[src/rtl/sram_arb_pkg.sv]
// sram_arb_pkg: shared widths and read-response tag for sram_arbiter.
// Build option SRAM_ARB_RR_EN selects round-robin arbitration.
package sram_arb_pkg;

    localparam int ADDR_WIDTH_DEF = 4;
    localparam int DATA_WIDTH_DEF = 34;

    typedef logic port_id_t;

    typedef struct packed {
        logic     valid;
        port_id_t id;
    } rsp_tag_t;

endpackage

[src/rtl/sram_arb_grant.sv]
// sram_arb_grant: combinational one-hot grant for the two SRAM requesters.
// Lock owner overrides; on contention the port other than `last` wins.
module sram_arb_grant (
    input  logic       valid_0,
    input  logic       valid_1,
    input  logic       locked,
    input  logic       owner,
    input  logic       last,
    output logic [1:0] grant
);

    always_comb begin
        grant = 2'b00;
        if (locked) begin
            if (owner) grant[1] = valid_1;
            else       grant[0] = valid_0;
        end else if (valid_0 && valid_1) begin
            if (last) grant = 2'b01;
            else      grant = 2'b10;
        end else begin
            grant = {valid_1, valid_0};
        end
    end

endmodule

[src/rtl/sram_arbiter.sv]
// sram_arbiter: shares one single-port node SRAM between two requesters.
// Define SRAM_ARB_RR_EN for round-robin; default is fixed port-0 priority.
module sram_arbiter
    import sram_arb_pkg::*;
#(
    parameter int ADDR_WIDTH = ADDR_WIDTH_DEF,
    parameter int DATA_WIDTH = DATA_WIDTH_DEF
) (
    input  logic                  i_clk,
    input  logic                  i_rst,
    input  logic                  i_req_valid_0,
    output logic                  o_req_ready_0,
    input  logic                  i_req_write_0,
    input  logic [ADDR_WIDTH-1:0] i_req_addr_0,
    input  logic [DATA_WIDTH-1:0] i_req_data_0,
    input  logic                  i_req_lock_0,
    output logic                  o_rsp_valid_0,
    output logic [DATA_WIDTH-1:0] o_rsp_data_0,
    input  logic                  i_req_valid_1,
    output logic                  o_req_ready_1,
    input  logic                  i_req_write_1,
    input  logic [ADDR_WIDTH-1:0] i_req_addr_1,
    input  logic [DATA_WIDTH-1:0] i_req_data_1,
    input  logic                  i_req_lock_1,
    output logic                  o_rsp_valid_1,
    output logic [DATA_WIDTH-1:0] o_rsp_data_1,
    output logic [ADDR_WIDTH-1:0] o_sram_addr,
    output logic                  o_sram_write,
    output logic [DATA_WIDTH-1:0] o_sram_data,
    input  logic [DATA_WIDTH-1:0] i_sram_data
);

    logic [1:0]            grant;
    logic                  accept;
    port_id_t              sel;
    logic                  sel_write;
    logic                  sel_lock;
    logic [ADDR_WIDTH-1:0] sel_addr;
    logic [DATA_WIDTH-1:0] sel_data;
    logic                  locked;
    port_id_t              owner;
    port_id_t              last;
    rsp_tag_t              tag_1;
    rsp_tag_t              tag_2;
    logic                  hit_0;
    logic                  hit_1;
    logic [DATA_WIDTH-1:0] hold_0;
    logic [DATA_WIDTH-1:0] hold_1;

    sram_arb_grant u_grant (
        .valid_0 (i_req_valid_0),
        .valid_1 (i_req_valid_1),
        .locked  (locked),
        .owner   (owner),
        .last    (last),
        .grant   (grant)
    );

    assign o_req_ready_0 = grant[0] & ~i_rst;
    assign o_req_ready_1 = grant[1] & ~i_rst;
    assign accept        = (grant[0] | grant[1]) & ~i_rst;
    assign sel           = grant[1];

    assign sel_write = sel ? i_req_write_1 : i_req_write_0;
    assign sel_lock  = sel ? i_req_lock_1  : i_req_lock_0;
    assign sel_addr  = sel ? i_req_addr_1  : i_req_addr_0;
    assign sel_data  = sel ? i_req_data_1  : i_req_data_0;

`ifdef SRAM_ARB_RR_EN
    // Transfers made under an active lock leave the pointer alone.
    always_ff @(posedge i_clk) begin
        if (i_rst)                  last <= 1'b1;
        else if (accept && !locked) last <= sel;
    end
`else
    assign last = 1'b1;
`endif

    always_ff @(posedge i_clk) begin
        if (i_rst) begin
            o_sram_write <= 1'b0;
            o_sram_addr  <= '0;
            o_sram_data  <= '0;
            locked       <= 1'b0;
            owner        <= 1'b0;
            tag_1        <= '0;
            tag_2        <= '0;
        end else begin
            o_sram_write <= accept & sel_write;
            if (accept) begin
                o_sram_addr <= sel_addr;
                o_sram_data <= sel_data;
                locked      <= sel_lock;
                owner       <= sel;
            end
            tag_1 <= '{valid: accept & ~sel_write, id: sel};
            tag_2 <= tag_1;
        end
    end

    // tag_2 lines up with the cycle the SRAM drives the read word.
    assign hit_0 = tag_2.valid & (tag_2.id == 1'b0) & ~i_rst;
    assign hit_1 = tag_2.valid & (tag_2.id == 1'b1) & ~i_rst;

    always_ff @(posedge i_clk) begin
        if (i_rst) begin
            hold_0 <= '0;
            hold_1 <= '0;
        end else begin
            if (hit_0) hold_0 <= i_sram_data;
            if (hit_1) hold_1 <= i_sram_data;
        end
    end

    assign o_rsp_valid_0 = hit_0;
    assign o_rsp_valid_1 = hit_1;
    assign o_rsp_data_0  = i_rst ? '0 : (hit_0 ? i_sram_data : hold_0);
    assign o_rsp_data_1  = i_rst ? '0 : (hit_1 ? i_sram_data : hold_1);

endmodule

[config.mk]
export PLATFORM = sky130hd
export DESIGN_NAME = sram_arbiter
export DESIGN_NICKNAME = d
export VERILOG_FILES = /design/src/rtl/sram_arb_pkg.sv /design/src/rtl/sram_arb_grant.sv /design/src/rtl/sram_arbiter.sv
export SDC_FILE = /design/constraint.sdc
export NUM_CORES = 1
export LEC_CHECK = 0
export CAP_MARGIN = 20
export CORE_MARGIN = 4
export CORE_UTILIZATION = 40
export DETAILED_ROUTE_END_ITERATION = 16
export HOLD_SLACK_MARGIN = 0.02
export PLACE_DENSITY = 0.87
export SLEW_MARGIN = 20
export SYNTH_ARGS = -nofsm -noshare
export SYNTH_HDL_FRONTEND = slang
export SYNTH_SLANG_ARGS = --single-unit
[constraint.sdc]
create_clock -name i_clk -period 3.4 [get_ports i_clk]
set_input_delay 0.51 -clock i_clk [delete_from_list [all_inputs] [get_ports i_clk]]
set_output_delay 0.51 -clock i_clk [all_outputs]
set_load 0.005 [all_outputs]
## Yosys cells after proc, flatten, opt, wreduce, memory -nomap -nowiden

Index checks and enable logic that the tools add are counted.

| cells by class | value |
|---|---|
| reduce and logical (&&, ||, !) cells | 1 |
| bitwise gates (word level) | 13 |
| mux-type cells | 12 |

Operators by type and width:

| cell | number |
|---|---|
| 2-to-1 mux 34 bit | 5 |
| AND 1 bit | 9 |
| 2-to-1 mux 1 bit | 4 |
| 2-to-1 mux 2 bit | 2 |
| 2-to-1 mux 4 bit | 1 |
| NOT 1 bit | 3 |
| logical AND 1 bit | 1 |
| OR 1 bit | 1 |

| word-level totals | value |
|---|---|
| logic and storage cells | 37 |
| bits in registers | 113 |
| input port bits | 118 |
| output and inout port bits | 111 |

## Longest topological paths before layout

| logic depth | value |
|---|---|
| depth in word-level cells | 6 |
| depth in mapped cells | 6 |
| gate-level depth less buffers | 4 |

## By module

From an unflattened synthesis, not the netlist that was laid out.

| second synthesis, totals | value |
|---|---|
| cells, all modules | 499 |
| area total of the unflattened synthesis | 4670.7 um^2 |

Modules (own cells, without submodules):

| module | cells an instance | area an instance (um^2) | times used | seq. area each (um^2) |
|---|---|---|---|---|
| sram_arbiter | 493 | 4634.4 | 1 | 2262.2 |
| sram_arb_grant | 6 | 36.3 | 1 | 0.0 |

## Worst setup path before layout

OpenSTA, ideal clock, no wires.

| path | value |
|---|---|
| path type | input to output |
| start point | input port i_rst |
| end point | output port o_rsp_data_1[24] |
| data arrival time | 1.585 ns |
| stages | 6 |
| path slack | 1.305 ns |
| data required time | 2.890 ns |
| cells stage by stage | clkbuf_1 nand3b_1 clkinv_1 clkbuf_1 nand2_1 nand2_1 |

| between the ends | value |
|---|---|
| longest elaborated chain between the ends | 4 |

RTL lines:

| what | line | RTL |
|---|---|---|
| from (decl) | sram_arbiter.sv:10 | `input logic i_rst,` |
| NOT 1 bit | sram_arbiter.sv:103 | `assign hit_1 = tag_2.valid & (tag_2.id == 1'b1) & ~i_rst;` |
| AND 1 bit | sram_arbiter.sv:103 |  |
| net o_rsp_valid_1 | sram_arbiter.sv:25 | `output logic o_rsp_valid_1,` |
| 2-to-1 mux 34 bit (2 in a row) | n/a |  |
| to (decl) | sram_arbiter.sv:26 | `output logic [DATA_WIDTH-1:0] o_rsp_data_1,` |

The timed path passes the listed nets, and every way through them passes these cells.

## Final worst setup path

| path | value |
|---|---|
| start point | register tag_2[1] (netlist name) |
| end point | output port o_rsp_data_0[29] |

| between the ends | value |
|---|---|
| longest elaborated chain between the ends | 4 |

RTL lines:

| what | line | RTL |
|---|---|---|
| from (decl) | sram_arbiter.sv:44 | `rsp_tag_t tag_2;` |
| from (signal assigned) | sram_arbiter.sv:97 | `tag_2 <= tag_1;` |
| AND 1 bit (2 in a row) | sram_arbiter.sv:102 | `assign hit_0 = tag_2.valid & (tag_2.id == 1'b0) & ~i_rst;` |
| 2-to-1 mux 34 bit (2 in a row) | n/a |  |
| to (decl) | sram_arbiter.sv:18 | `output logic [DATA_WIDTH-1:0] o_rsp_data_0,` |

Every way passes these cells.

==> flow_summary.json <==
{
  "drc_errors": 0,
  "cp.arrival_ps": 2170,
  "final_layout_size_suffix_gt1_share_pct": 5.12,
  "cts.sinks": 113,
  "hold_viol_final": 0,
  "min_path_type": "register to register",
  "finalSetupViolations": 0,
  "slew_violations": 0,
  "synth_most_common_cell": "nand2_1",
  "coreArea_um2": 10500,
  "peakVddDrop_mv": 0.324,
  "timing.fmax_mhz": 372,
  "synth_edf_count": 0,
  "cp-start-kind": "register",
  "crit_path_end_kind": "output pin",
  "yosys.area.top_type": "dfxtp_1",
  "holdPathEnd": "tag_2[1]",
  "syn_inst": 537,
  "static-leakage-power_nw": 2.84,
  "worstHoldStart": "tag_1[1]",
  "slew-limit-headroom_pct": 62.8,
  "die_area_um2": 12700,
  "io_pins": 229,
  "synthDominantCellAreaShare_pct": 51.7,
  "crit_family": "buffers and inverters",
  "r2r-start": "locked",
  "cts_hold_buf": 0,
  "clkSlewWorstSetupHoldPaths_ps": 50,
  "ys.warnings.count": 0,
  "vias_per_cell": 5.08,
  "synth_common_cells": "nand2_1 (180), dfxtp_1 (113), nor2_1 (42)",
  "syn_avg_cell_area_um2": 8.15,
  "worst_pin_slew_ps": 558,
  "overflow": 0,
  "ys_seq_area_share_pct": 51.7,
  "gp_congestion": 0.849,
  "synthTopCellsByArea": "dfxtp_1 (52%), nand2_1 (15%), a311oi_1 (7.8%), nand3b_1 (6.0%), nand2b_1 (5.1%)",
  "status": "finished, final reports clean",
  "worst_skew_pair.late_latency_ps": 510,
  "crit_fanout": 69,
  "vias": 4555,
  "cts_resized": 0,
  "fin_hold_ws_ps": 448,
  "first_pass_iters": 4,
  "grt_max_degree": 81,
  "synth_cell_types": 20,
  "period_needed_ps": 2680,
  "grt_pass1_vias": 4493,
  "async_reset_ff_share_pct": 0,
  "setup_tns_ps": 0,
  "worstPathRequired_ps": 2890,
  "cts_tree": "yes",
  "placementRows": 37,
  "drtIter0Drc": 307,
  "die_x_um": 113,
  "wl_per_cell_um": 15.9,
  "diodes": 0,
  "powerDensity_nw_per_um2": 480,
  "critPathKind": "register to output pin",
  "syn-num-nets": 655,
  "totalWireLength_mm": 14.3,
  "cap_violations": 0,
  "hpwl_mm": 10.3,
  "grt.total_usage_pct": 22.0,
  "hold_path_depth": 1,
  "start_util_pct": 41.6,
  "grt_antenna_before_repair": 0,
  "io_buffers": 228,
  "ys.flop_type": "dfxtp_1",
  "crit_buf_inv": 2,
  "syn2layout_area_growth_pct": 66.9,
  "post-route-period-util_pct": 79.0,
  "rrSetupSlack_ps": 1520,
  "cts_buffer_depth": 2,
  "nets": 868,
  "drtAntennaViolNets": 0,
  "total_power_w": 0.00350,
  "worst_path_max_delay_cell": "clkdlybuf4s50_1",
  "max_stage_delay_ps": 580,
  "syn_area_um2": 4370,
  "cp_cell_sequence": "nor3b_4 > buf_12 > nand2_1 > o21ai_0 > clkdlybuf4s50_1",
  "worst_r2r_endpoint": "o_sram_data[13]",
  "grt_pass1_wl_mm": 22.6,
  "final.setup_skew_ps": 4.26,
  "synth-seq-cells": 113,
  "die_h_um": 113,
  "fillCellCount": 775,
  "cts_post_setup_buffers_inserted": 0,
  "root_buffer": "clkbuf_8",
  "cts_buffers": 17,
  "htree_levels": 4,
  "rsz0062_at_grt": "no",
  "reg2reg_depth": 5
}
[routing by layer]
| layer | up-vias | part of all wire [%] | track usage (%) |
|---|---|---|---|
| met3 | 17 | 11 | 10.7 |
| met5 | - | 0 | 0 |
| met1 | 2105 | 38 | 23.7 |
| met4 | 0 | 0.93 | 6.01 |
| met2 | 215 | 49 | 38.3 |
| li1 | 2218 | - | - |
[state kept, by name, indices dropped and copies added, names as in the netlist, 2 cells and up]
name / count
hold_1: 34
tag_1: 2
tag_2: 2
o_sram_addr: 4
o_sram_data: 34
hold_0: 34
[layout by cell type (no fill, tap or decap), drive strengths merged, types with 2 or more instances in the layout]
cell	synthesis	final
clkdlybuf4s50	0	227
nand2	180	180
dfxtp	113	113
nor2	42	42
a311oi	39	39
nand2b	36	36
nand3b	35	35
o21ai	34	34
clkbuf	35	24
buf	7	9
clkinv	1	6
nor2b	3	3
a211oi	3	3
inv	2	2
mux2i	2	2
[area by class of cell]
cell class	instances	area [um2]	area share, %
inverters	3	11.3	0.154
clock buffers	24	490	6.72
well taps	136	170	2.33
multi-input cells	379	1950	26.7
flip-flops and latches	113	2260	31.0
repair buffers	236	2360	32.4
clock inverters	6	55.1	0.754
[per-stage QoR]
step                utilization [%]  cell area [um2]  instances  setup slack [ps]
floorplan                         -             4370        537              1300
global placement               64.3             6750        867               773
detailed placement             64.3             6750        867               795
CTS                            69.5             7300        897               663
global route                   69.5             7300        897               560
finish                         69.5             7300        897               715
[cells by family after synthesis]
group / after synthesis / synth area share (%)
buffers and inverters: 45 / 4.06
flip-flops: 113 / 51.7
AND/OR/NAND/NOR: 300 / 31.3
AO/OA/AOI/OAI: 77 / 12.4
multiplexers: 2 / 0.458
[worst register-to-register path: stages, from the launching register on]
cell      delay (ps)
dfxtp_1          480
nand2b_1         170
and3_1           280
buf_4            380
nand2_1          120
a311oi_1         330
[worst max path at each step]
stage               startpoint          endpoint  slack [ps]  cells past startpoint
floorplan                i_rst  o_rsp_data_1[24]        1300                      6
global placement         i_rst  o_rsp_data_0[29]         770                      5
detailed placement       i_rst  o_rsp_data_0[29]         790                      5
CTS                   tag_2[1]  o_rsp_data_0[33]         660                      5
global route          tag_2[1]  o_rsp_data_0[29]         560                      5
finish                tag_2[1]  o_rsp_data_0[29]         720                      5
[power by group]
part           leakage, nW  total [W]  internal [W]  switching [W]
logic                 1.64   0.000482      0.000288       0.000195
registers            0.922    0.00142       0.00139      0.0000325
clock network        0.276    0.00160       0.00105       0.000552
Power figures use the tool's default switching activity.
